--- src/rtl/exu_fpu_seq_ctl.sv ---
// FPU sequencer: queues decoded FP ops, resolves rounding mode, issues one op at a time, tracks fflags.
// Latency: accept -> fpu_in_valid two cycles later; fpu_out_valid -> done_valid one cycle later.
// Backpressure: req_ready drops when the request FIFO is full; the issued op holds until fpu_in_ready.
module exu_fpu_seq_ctl #(
    parameter int QDEPTH = 2
) (
    input  logic       clk,
    input  logic       rst,
    input  logic       req_valid,
    output logic       req_ready,
    input  logic [3:0] req_op,
    input  logic [2:0] req_rm,
    input  logic [4:0] req_tag,
    input  logic       flush,
    output logic       fpu_in_valid,
    input  logic       fpu_in_ready,
    output logic [3:0] fpu_op,
    output logic [2:0] fpu_rnd_mode,
    input  logic       fpu_out_valid,
    input  logic [4:0] fpu_status,
    input  logic       frm_wr_en,
    input  logic [2:0] frm_wr_data,
    input  logic       fflags_clr,
    output logic [2:0] frm,
    output logic [4:0] fflags,
    output logic       done_valid,
    output logic [4:0] done_tag,
    output logic       done_illegal,
    output logic       busy
);

    localparam int PW = $clog2(QDEPTH);
    localparam int CW = PW + 1;
    localparam logic [CW-1:0] DEPTH_C = CW'(QDEPTH);

    typedef enum logic [1:0] {IDLE, ISSUE, WAIT, DRAIN} state_t;

    // Entry layout: {illegal, resolved rm, op, tag}
    typedef struct packed {
        logic       illegal;
        logic [2:0] rm;
        logic [3:0] op;
        logic [4:0] tag;
    } entry_t;

    state_t          state_q, state_d;
    entry_t          mem_q [QDEPTH];
    entry_t          mem_d [QDEPTH];
    logic [PW-1:0]   wr_ptr_q, wr_ptr_d, rd_ptr_q, rd_ptr_d;
    logic [CW-1:0]   count_q, count_d;
    logic [2:0]      frm_q, frm_d;
    logic [4:0]      fflags_q, fflags_d;
    logic [4:0]      tag_q, tag_d;
    logic            done_valid_q, done_valid_d;
    logic [4:0]      done_tag_q, done_tag_d;
    logic            done_illegal_q, done_illegal_d;

    entry_t          head, entry_in;
    logic            not_full, not_empty, push, pop, illegal_pop, result_ok;

    // FIFO status, head entry and rounding-mode resolution at enqueue (uses frm before any same-cycle write)
    always_comb begin
        not_full          = (count_q < DEPTH_C);
        not_empty         = (count_q != '0);
        head              = mem_q[rd_ptr_q];
        entry_in.tag      = req_tag;
        entry_in.op       = req_op;
        entry_in.rm       = (req_rm == 3'd7) ? frm_q : req_rm;
        entry_in.illegal  = (entry_in.rm >= 3'd5);
        push              = req_valid && not_full && !flush;
        illegal_pop       = (state_q == IDLE) && not_empty && head.illegal;
        pop               = illegal_pop || ((state_q == ISSUE) && fpu_in_ready);
        result_ok         = (state_q == WAIT) && fpu_out_valid && !flush;
    end

    // FIFO storage, pointers and occupancy; flush empties the queue and drops any same-cycle request
    always_comb begin
        mem_d    = mem_q;
        wr_ptr_d = wr_ptr_q;
        rd_ptr_d = rd_ptr_q;
        count_d  = count_q;
        if (push) begin
            mem_d[wr_ptr_q] = entry_in;
        end
        if (flush) begin
            wr_ptr_d = '0;
            rd_ptr_d = '0;
            count_d  = '0;
        end else begin
            if (push) wr_ptr_d = wr_ptr_q + PW'(1);
            if (pop)  rd_ptr_d = rd_ptr_q + PW'(1);
            case ({push, pop})
                2'b10:   count_d = count_q + CW'(1);
                2'b01:   count_d = count_q - CW'(1);
                default: count_d = count_q;
            endcase
        end
    end

    // CSR state, issued-tag capture and registered completion pulse
    always_comb begin
        frm_d          = frm_wr_en ? frm_wr_data : frm_q;
        fflags_d       = fflags_clr ? 5'd0 : fflags_q;
        tag_d          = tag_q;
        done_valid_d   = 1'b0;
        done_illegal_d = 1'b0;
        done_tag_d     = done_tag_q;
        if ((state_q == ISSUE) && fpu_in_ready) begin
            tag_d = head.tag;
        end
        if (result_ok) begin
            fflags_d     = fflags_d | fpu_status;
            done_valid_d = 1'b1;
            done_tag_d   = tag_q;
        end else if (illegal_pop && !flush) begin
            done_valid_d   = 1'b1;
            done_illegal_d = 1'b1;
            done_tag_d     = head.tag;
        end
    end

    // FSM next state
    always_comb begin
        state_d = state_q;
        case (state_q)
            IDLE: begin
                if (!flush && not_empty && !head.illegal) state_d = ISSUE;
            end
            ISSUE: begin
                if (flush)             state_d = fpu_in_ready ? DRAIN : IDLE;
                else if (fpu_in_ready) state_d = WAIT;
            end
            WAIT: begin
                if (fpu_out_valid)     state_d = IDLE;
                else if (flush)        state_d = DRAIN;
            end
            DRAIN: begin
                if (fpu_out_valid)     state_d = IDLE;
            end
            default: state_d = IDLE;
        endcase
    end

    // FSM outputs and status
    always_comb begin
        fpu_in_valid = (state_q == ISSUE);
        fpu_op       = head.op;
        fpu_rnd_mode = head.rm;
        req_ready    = not_full;
        busy         = not_empty || (state_q != IDLE);
        frm          = frm_q;
        fflags       = fflags_q;
        done_valid   = done_valid_q;
        done_tag     = done_tag_q;
        done_illegal = done_illegal_q;
    end

    // State register; FIFO payload is not reset since occupancy guards it
    always_ff @(posedge clk) begin
        mem_q <= mem_d;
        if (rst) begin
            state_q        <= IDLE;
            wr_ptr_q       <= '0;
            rd_ptr_q       <= '0;
            count_q        <= '0;
            frm_q          <= 3'd0;
            fflags_q       <= 5'd0;
            tag_q          <= 5'd0;
            done_valid_q   <= 1'b0;
            done_tag_q     <= 5'd0;
            done_illegal_q <= 1'b0;
        end else begin
            state_q        <= state_d;
            wr_ptr_q       <= wr_ptr_d;
            rd_ptr_q       <= rd_ptr_d;
            count_q        <= count_d;
            frm_q          <= frm_d;
            fflags_q       <= fflags_d;
            tag_q          <= tag_d;
            done_valid_q   <= done_valid_d;
            done_tag_q     <= done_tag_d;
            done_illegal_q <= done_illegal_d;
        end
    end

endmodule
--- config.mk ---
export PLATFORM = sky130hd
export DESIGN_NAME = exu_fpu_seq_ctl
export DESIGN_NICKNAME = d
export VERILOG_FILES = /design/src/rtl/exu_fpu_seq_ctl.sv
export SDC_FILE = /design/constraint.sdc
export NUM_CORES = 1
export LEC_CHECK = 0
export ABC_AREA = 1
export CAP_MARGIN = 10
export CORE_MARGIN = 2
export CORE_UTILIZATION = 32
export DETAILED_ROUTE_END_ITERATION = 12
export SYNTH_ARGS = -nofsm -noshare
export SYNTH_HDL_FRONTEND = slang
export SYNTH_SLANG_ARGS = --single-unit
export TNS_END_PERCENT = 20
--- constraint.sdc ---
create_clock -name clk -period 3.4 [get_ports clk]
set_clock_uncertainty 0.1 [all_clocks]
set_input_delay 0.85 -clock clk [delete_from_list [all_inputs] [get_ports clk]]
set_output_delay 0.85 -clock clk [all_outputs]
set_load 0.005 [all_outputs]
==> results.py <==
metrics = {
    "synth": {
        "avgSynthCellArea_um2": 8.89,
        "ys_seq_area_frac": 0.605,
        "synth_cell_type_count": 21,
        "yosysWarnings": 0,
        "netlist_instances": 242,
        "synth_fp_nets": 271,
        "synth-seq-cells": 52,
        "synthesis.area_um2": 2150,
    },
    "setup_path": {
        "critPathCaptureType": "output pin",
        "cp-startpoint": "rd_ptr_q$_SDFFE_PP0N_",
        "crit_fanout": 9,
        "worstPathRequired_ps": 2450,
        "slowest_stage": "dfxtp_1",
        "critPathBufInv": 2,
        "critical_path_depth": 4,
        "reg2reg_to": "count_q[1]$_SDFFE_PP0P_",
        "r2r_cells": 11,
        "ff2ff_setup_slack_ps": 1290,
        "critical_path_arrival_ps": 1690,
        "crit_type": "flip-flop to output pin",
        "critPathMaxStageDelay_ps": 540,
        "cp-start-kind": "flip-flop",
        "crit_chain": "buf_4, nand2_1, nand2_1, clkdlybuf4s50_1",
        "cp_top_family": "buffers and inverters",
        "setup.worst_path.end": "fpu_rnd_mode[1]",
        "reg2reg_from": "rd_ptr_q$_SDFFE_PP0N_",
        "critPathMostFrequentCell": "nand2_1",
    },
    "global_routing": {
        "antenna_found_initial": 0,
        "overflow": 0,
        "grtUsageMet2": 0.189,
        "grtUsageMet3": 0.0298,
        "grt_max_degree": 17,
        "met1_usage": 0.146,
        "grt_pass1_vias": 1528,
        "grt_usage": 0.116,
        "grt_pass1_wl_um": 6750,
        "busiest_layer": "met2",
    },
    "finish": {
        "layout-drive-gt1-share": 0.0544,
        "diodes": 0,
        "area_delta_synth_final_pct": 30.6,
        "nets": 322,
    },
    "die": {
        "dieArea_um2": 7390,
        "die_w_um": 86.0,
        "design.portCount": 53,
        "initial_utilization": 0.335,
        "die_height_um": 86.0,
        "placeableCoreArea_um2": 6420,
        "rows": 29,
    },
    "cts": {
        "post_cts_buffers": 0,
        "cts_buffer_depth": 2,
        "clk_pin_slew_ps": 90,
        "root_buffer": "clkbuf_8",
        "cts_buffers": 5,
        "cts_hold_buf": 0,
        "insertion_delay_ps": 300,
        "cts_tree": "built",
        "ctsResizeCount": 0,
        "cts_sinks": 52,
        "htreeDepth": 2,
    },
    "pwr": {
        "vdd_drop_max_mv": 0.157,
        "p_leak_nw": 1.14,
        "power.density_nw_per_um2": 499,
    },
    "timing": {
        "timing.hold.ws_ps": 352,
        "rsz0062_at_grt": "no",
        "max_freq_mhz": 379,
        "hold_viol_final": 0,
        "setup_viol": 0,
        "final.period_utilization": 0.776,
        "final.setup.tns_ps": 0,
        "drv_slew": 0,
        "slew-limit-headroom": 0.748,
        "finalCriticalPeriod_ps": 2640,
        "worstMarginPinSlew_ps": 378,
    },
    "route": {
        "drtPass1Iterations": 4,
        "antenna_left": 0,
        "routed_wl_um": 4090,
        "viasPerCell": 4.51,
        "drt_iter0_drc": 102,
        "vias": 1673,
        "drc": 0,
        "wl_per_cell_um": 11.0,
    },
    "place": {
        "dpl.hpwl_um": 3010,
        "place_congestion": 0.840,
        "portBuffers": 52,
    },
    "status": {
        "status": "finished clean",
    },
    "run": {
        "drv_cap": 0,
    },
    "min_path": {
        "holdCritPathClass": "flip-flop to flip-flop",
        "hp-start": "tag_q[2]$_SDFFE_PP0P_",
    },
}
==> cells in the final DEF (no fill, tap or decap), drive strengths merged, types with 2 or more instances in the layout <==
cell           netlist  final
inv                 27     27
clkdlybuf4s50        0     52
nand2               74     74
o31ai                3      3
nor2                22     22
clkinvlp             0      2
nand3               11     11
edfxtp              26     26
dfxtp               26     26
o21ai               16     16
buf                 11      4
a21oi               20     20
clkbuf               1      5
==> kinds of logic (layout without fill, tap and decap cells) <==
| logic type | Yosys count | after routing | synth area share |
|---|---|---|---|
| simple gates | 109 | 109 | 0.205 |
| flops | 52 | 52 | 0.605 |
| compound gates | 40 | 40 | 0.0977 |
| buf+inv | 39 | 91 | 0.0826 |
| fa+ha+maj | 1 | 1 | 0.00582 |
| xor+xnor | 1 | 1 | 0.00407 |
==> synthesized netlist by cell type, drive strengths merged <==
cell | count | area (um2)
nand4 | 1 | 12.5
o31ai | 3 | 22.5
nand2 | 74 | 283
inv | 27 | 101
o21ai | 16 | 80.1
xor2 | 1 | 8.76
o211ai | 1 | 7.51
edfxtp | 26 | 781
nor2 | 22 | 85.1
nand3 | 11 | 55.1
ha | 1 | 12.5
nor3 | 1 | 5.00
dfxtp | 26 | 521
a21oi | 20 | 100
clkbuf | 1 | 3.75
buf | 11 | 72.6
==> worst reg2reg max path, cell delays in order, from the launching register on <==
cell     delay (ps)
dfxtp_1         540
inv_2           210
nand2_1         100
nand2_1          80
nor2_2          120
nand2_1          80
nand2_1          80
ha_1            260
a21oi_1         110
o21ai_0         110
o21ai_0         160
a21oi_1          50
==> per-layer routing <==
metal,vias up,wire length (um)
met5,-,0
met4,0,76
met3,6,172
met2,38,2020
met1,748,1830
li1,881,-
==> report_power, final <==
group	switching, mW	internal [mW]
combinational	0.174	0.159
sequential	0.0305	0.705
clock	0.191	0.142
total	0.396	1.01
==> sequential cells by signal, indices dropped and copies added (netlist names), 2 cells and up <==
signal	count
fflags	5
tag_q	5
count_q	2
done_tag	5
frm	3
mem_q	26
state_q	2
==> final cells by class <==
class	instances	area, um2
Clock buffer	5	68.8
Clock inverter	3	18.8
Fill cell	628	3610
Multi-Input combinational cell	151	672
Tap cell	77	96.3
Sequential cell	52	1300
Inverter	27	101
Timing Repair Buffer	56	551
==> worst min-delay path by stage <==
stage / end / slack, ps / cells past startpoint
CTS: tag_q[2]$_SDFFE_PP0P_ / 360 / 2
floorplan: tag_q[0]$_SDFFE_PP0P_ / 320 / 2
finish: tag_q[2]$_SDFFE_PP0P_ / 350 / 2
global route: tag_q[3]$_SDFFE_PP0P_ / 380 / 2
detailed placement: tag_q[2]$_SDFFE_PP0P_ / 350 / 2
global placement: tag_q[2]$_SDFFE_PP0P_ / 340 / 2
==> per-stage QoR <==
stage               cells  worst slack (ps)  power (mW)   util  cell area (um2)
finish                371               761        1.40  0.437             2810
floorplan             242              1210       0.951      -             2150
global route          371               664        1.49  0.437             2810
CTS                   371               721        1.42  0.437             2810
global placement      363               727        1.08  0.424             2720
detailed placement    363               688        1.09  0.424             2720
(Power assumes the default switching activity.)
==> RTL edit (same flow settings) <==
Set the parameter `QDEPTH` to 4 (it was 2).
--- a/src/rtl/exu_fpu_seq_ctl.sv
+++ b/src/rtl/exu_fpu_seq_ctl.sv
@@ -4,3 +4,3 @@
 module exu_fpu_seq_ctl #(
-    parameter int QDEPTH = 2
+    parameter int QDEPTH = 4
 ) (
Formal check against the unedited RTL: not equivalent (a bounded check fails within 4 cycles, from zero or initial values and one cycle with rst high).
==> RTL edit against the unedited design <==
  * First-iteration DRC count shrank 13%
  * Sequential cell count rose by 29
  * Setup slack worse by 290 ps
  * Area after synthesis up 62%
  * Synthesized cell count up 47%
  * Sequential power rose by 45%
  * Final area is 53% higher
  * Routed wire length is 70% higher
  * Non-clock buffer count up 4
  * Total power up 35%
==> RTL edit: results (changes against the unedited design) <==
[metrics] leakage power: 1.61 nW (+41%)
[metrics] top cells by instance count after synthesis: 67 x nand2_1, 52 x edfxtp_1, 34 x nor2_1, 32 x o21ai_0, 30 x inv_1
[metrics] worst slew slack as a fraction of its limit: 0.641 (-0.107)
[metrics] clock buffers created by TritonCTS: 9 (+4)
[metrics] number of DRC violations after detailed-routing iteration 0: 89 (-13%)
[metrics] number of synthesized flops with an enable pin: 52 (+100%)
[metrics] result of the run: finished clean
[metrics] pin count of the biggest net entering global routing: 31 (+14)
[metrics] Hold Worst Slack: 365 ps (+13.1 ps)
[metrics] largest fanout on the critical path: 14 (+5)
[metrics] H-tree levels: 3 (+1)
[metrics] clock latency on the worst-skew pair: 340 ps (+40 ps)
[metrics] global router's overall resource usage: 0.122 (+0.00602)
[metrics] maximum vdd ir drop: 0.185 mV (+18%)
[metrics] global-route wire length before repair: 11.1 mm (+64%)
[metrics] synthesized-area fraction occupied by adder cells: 0.0236 (+0.0178)
[metrics] Avg WL per Cell: 12.7 um (+15%)
[metrics] Compound-Gate Fraction of Synth Area: 0.112 (+0.0144)
[metrics] worst endpoint data arrival time: 1980 ps (+290 ps)
[metrics] slack of the worst reg-to-reg path: 850 ps (-440 ps)
[metrics] fraction of final layout cells with drive strength greater than 1: 0.0951 (+0.0407)
[metrics] post-synth cell types: 24 (+14%)
[metrics] Synth Area in XOR/XNOR: 0.00251 (-0.00156)
[metrics] Switching Fraction: 0.223 (-0.0599)
[metrics] Placer Congestion: 0.779 (-7.2%)
==> RTL edit: kinds of logic (layout without fill, tap and decap cells) <==
group	count (synthesis)	count (layout)
AND/OR/NAND/NOR	134	134
flip-flops	81	81
XOR/XNOR	1	1
AO/OA/AOI/OAI	76	76
adder cells (fa/ha/maj)	6	6
buffers and inverters	57	112
==> RTL edit: power groups by stage <==
stage                     clock network (W)  logic (W)  registers (W)
final                              0.000677   0.000148        0.00107
after detailed placement                  0   0.000150        0.00110
after global placement                    0   0.000147        0.00110
after floorplan                           0  0.0000752        0.00110
after CTS                          0.000699   0.000151        0.00107
after global routing               0.000740   0.000165        0.00108
==> RTL edit: routing by layer <==
layer | GRT usage | wire length, um | part of all wire | up-vias
met2 | 0.208 | 3320 | 0.48 | 61
met1 | 0.144 | 3140 | 0.45 | 1154
met4 | 0.0302 | 65 | 0.0093 | 0
li1 | - | - | - | 1282
met5 | 0 | 0 | 0 | -
met3 | 0.0494 | 442 | 0.063 | 6
==> RTL edit: metrics by stage <==
step                      area (um^2)  std cells  total power [W]  utilization  setup slack, ps
after global routing             4300        550          0.00198        0.400              294
after CTS                        4300        550          0.00192        0.400              433
after global placement           4110        534          0.00124        0.382              487
after floorplan                  3490        355          0.00117            -             1080
final                            4300        550          0.00190        0.400              466
after detailed placement         4110        534          0.00125        0.382              433
==> RTL edit: worst max-delay path: stages, from the launching register on <==
cell	delay, ps
dfxtp_1	480
inv_2	310
o21ai_0	130
o22ai_1	170
clkdlybuf4s50_1	540
==> RTL edit: layout make-up <==
type	instances	area (um^2)	area share
Multi-Input combinational cell	217	1070	0.250
Tap cell	140	175	0.0407
Clock inverter	7	68.8	0.0160
Sequential cell	81	2140	0.498
Timing Repair Buffer	60	581	0.135
Inverter	36	135	0.0314
Clock buffer	9	124	0.0288
==> RTL edit: worst paths after layout <==
| kind | from | endpoint | depth (start not counted) |
|---|---|---|---|
| max | rd_ptr_q[1] | fpu_op[2] | 4 |
| min | fflags[4] | fflags[4] | 2 |
| max reg2reg | rd_ptr_q[1] | count_q[2] | 12 |
| min reg2reg | fflags[4] | fflags[4] | 2 |
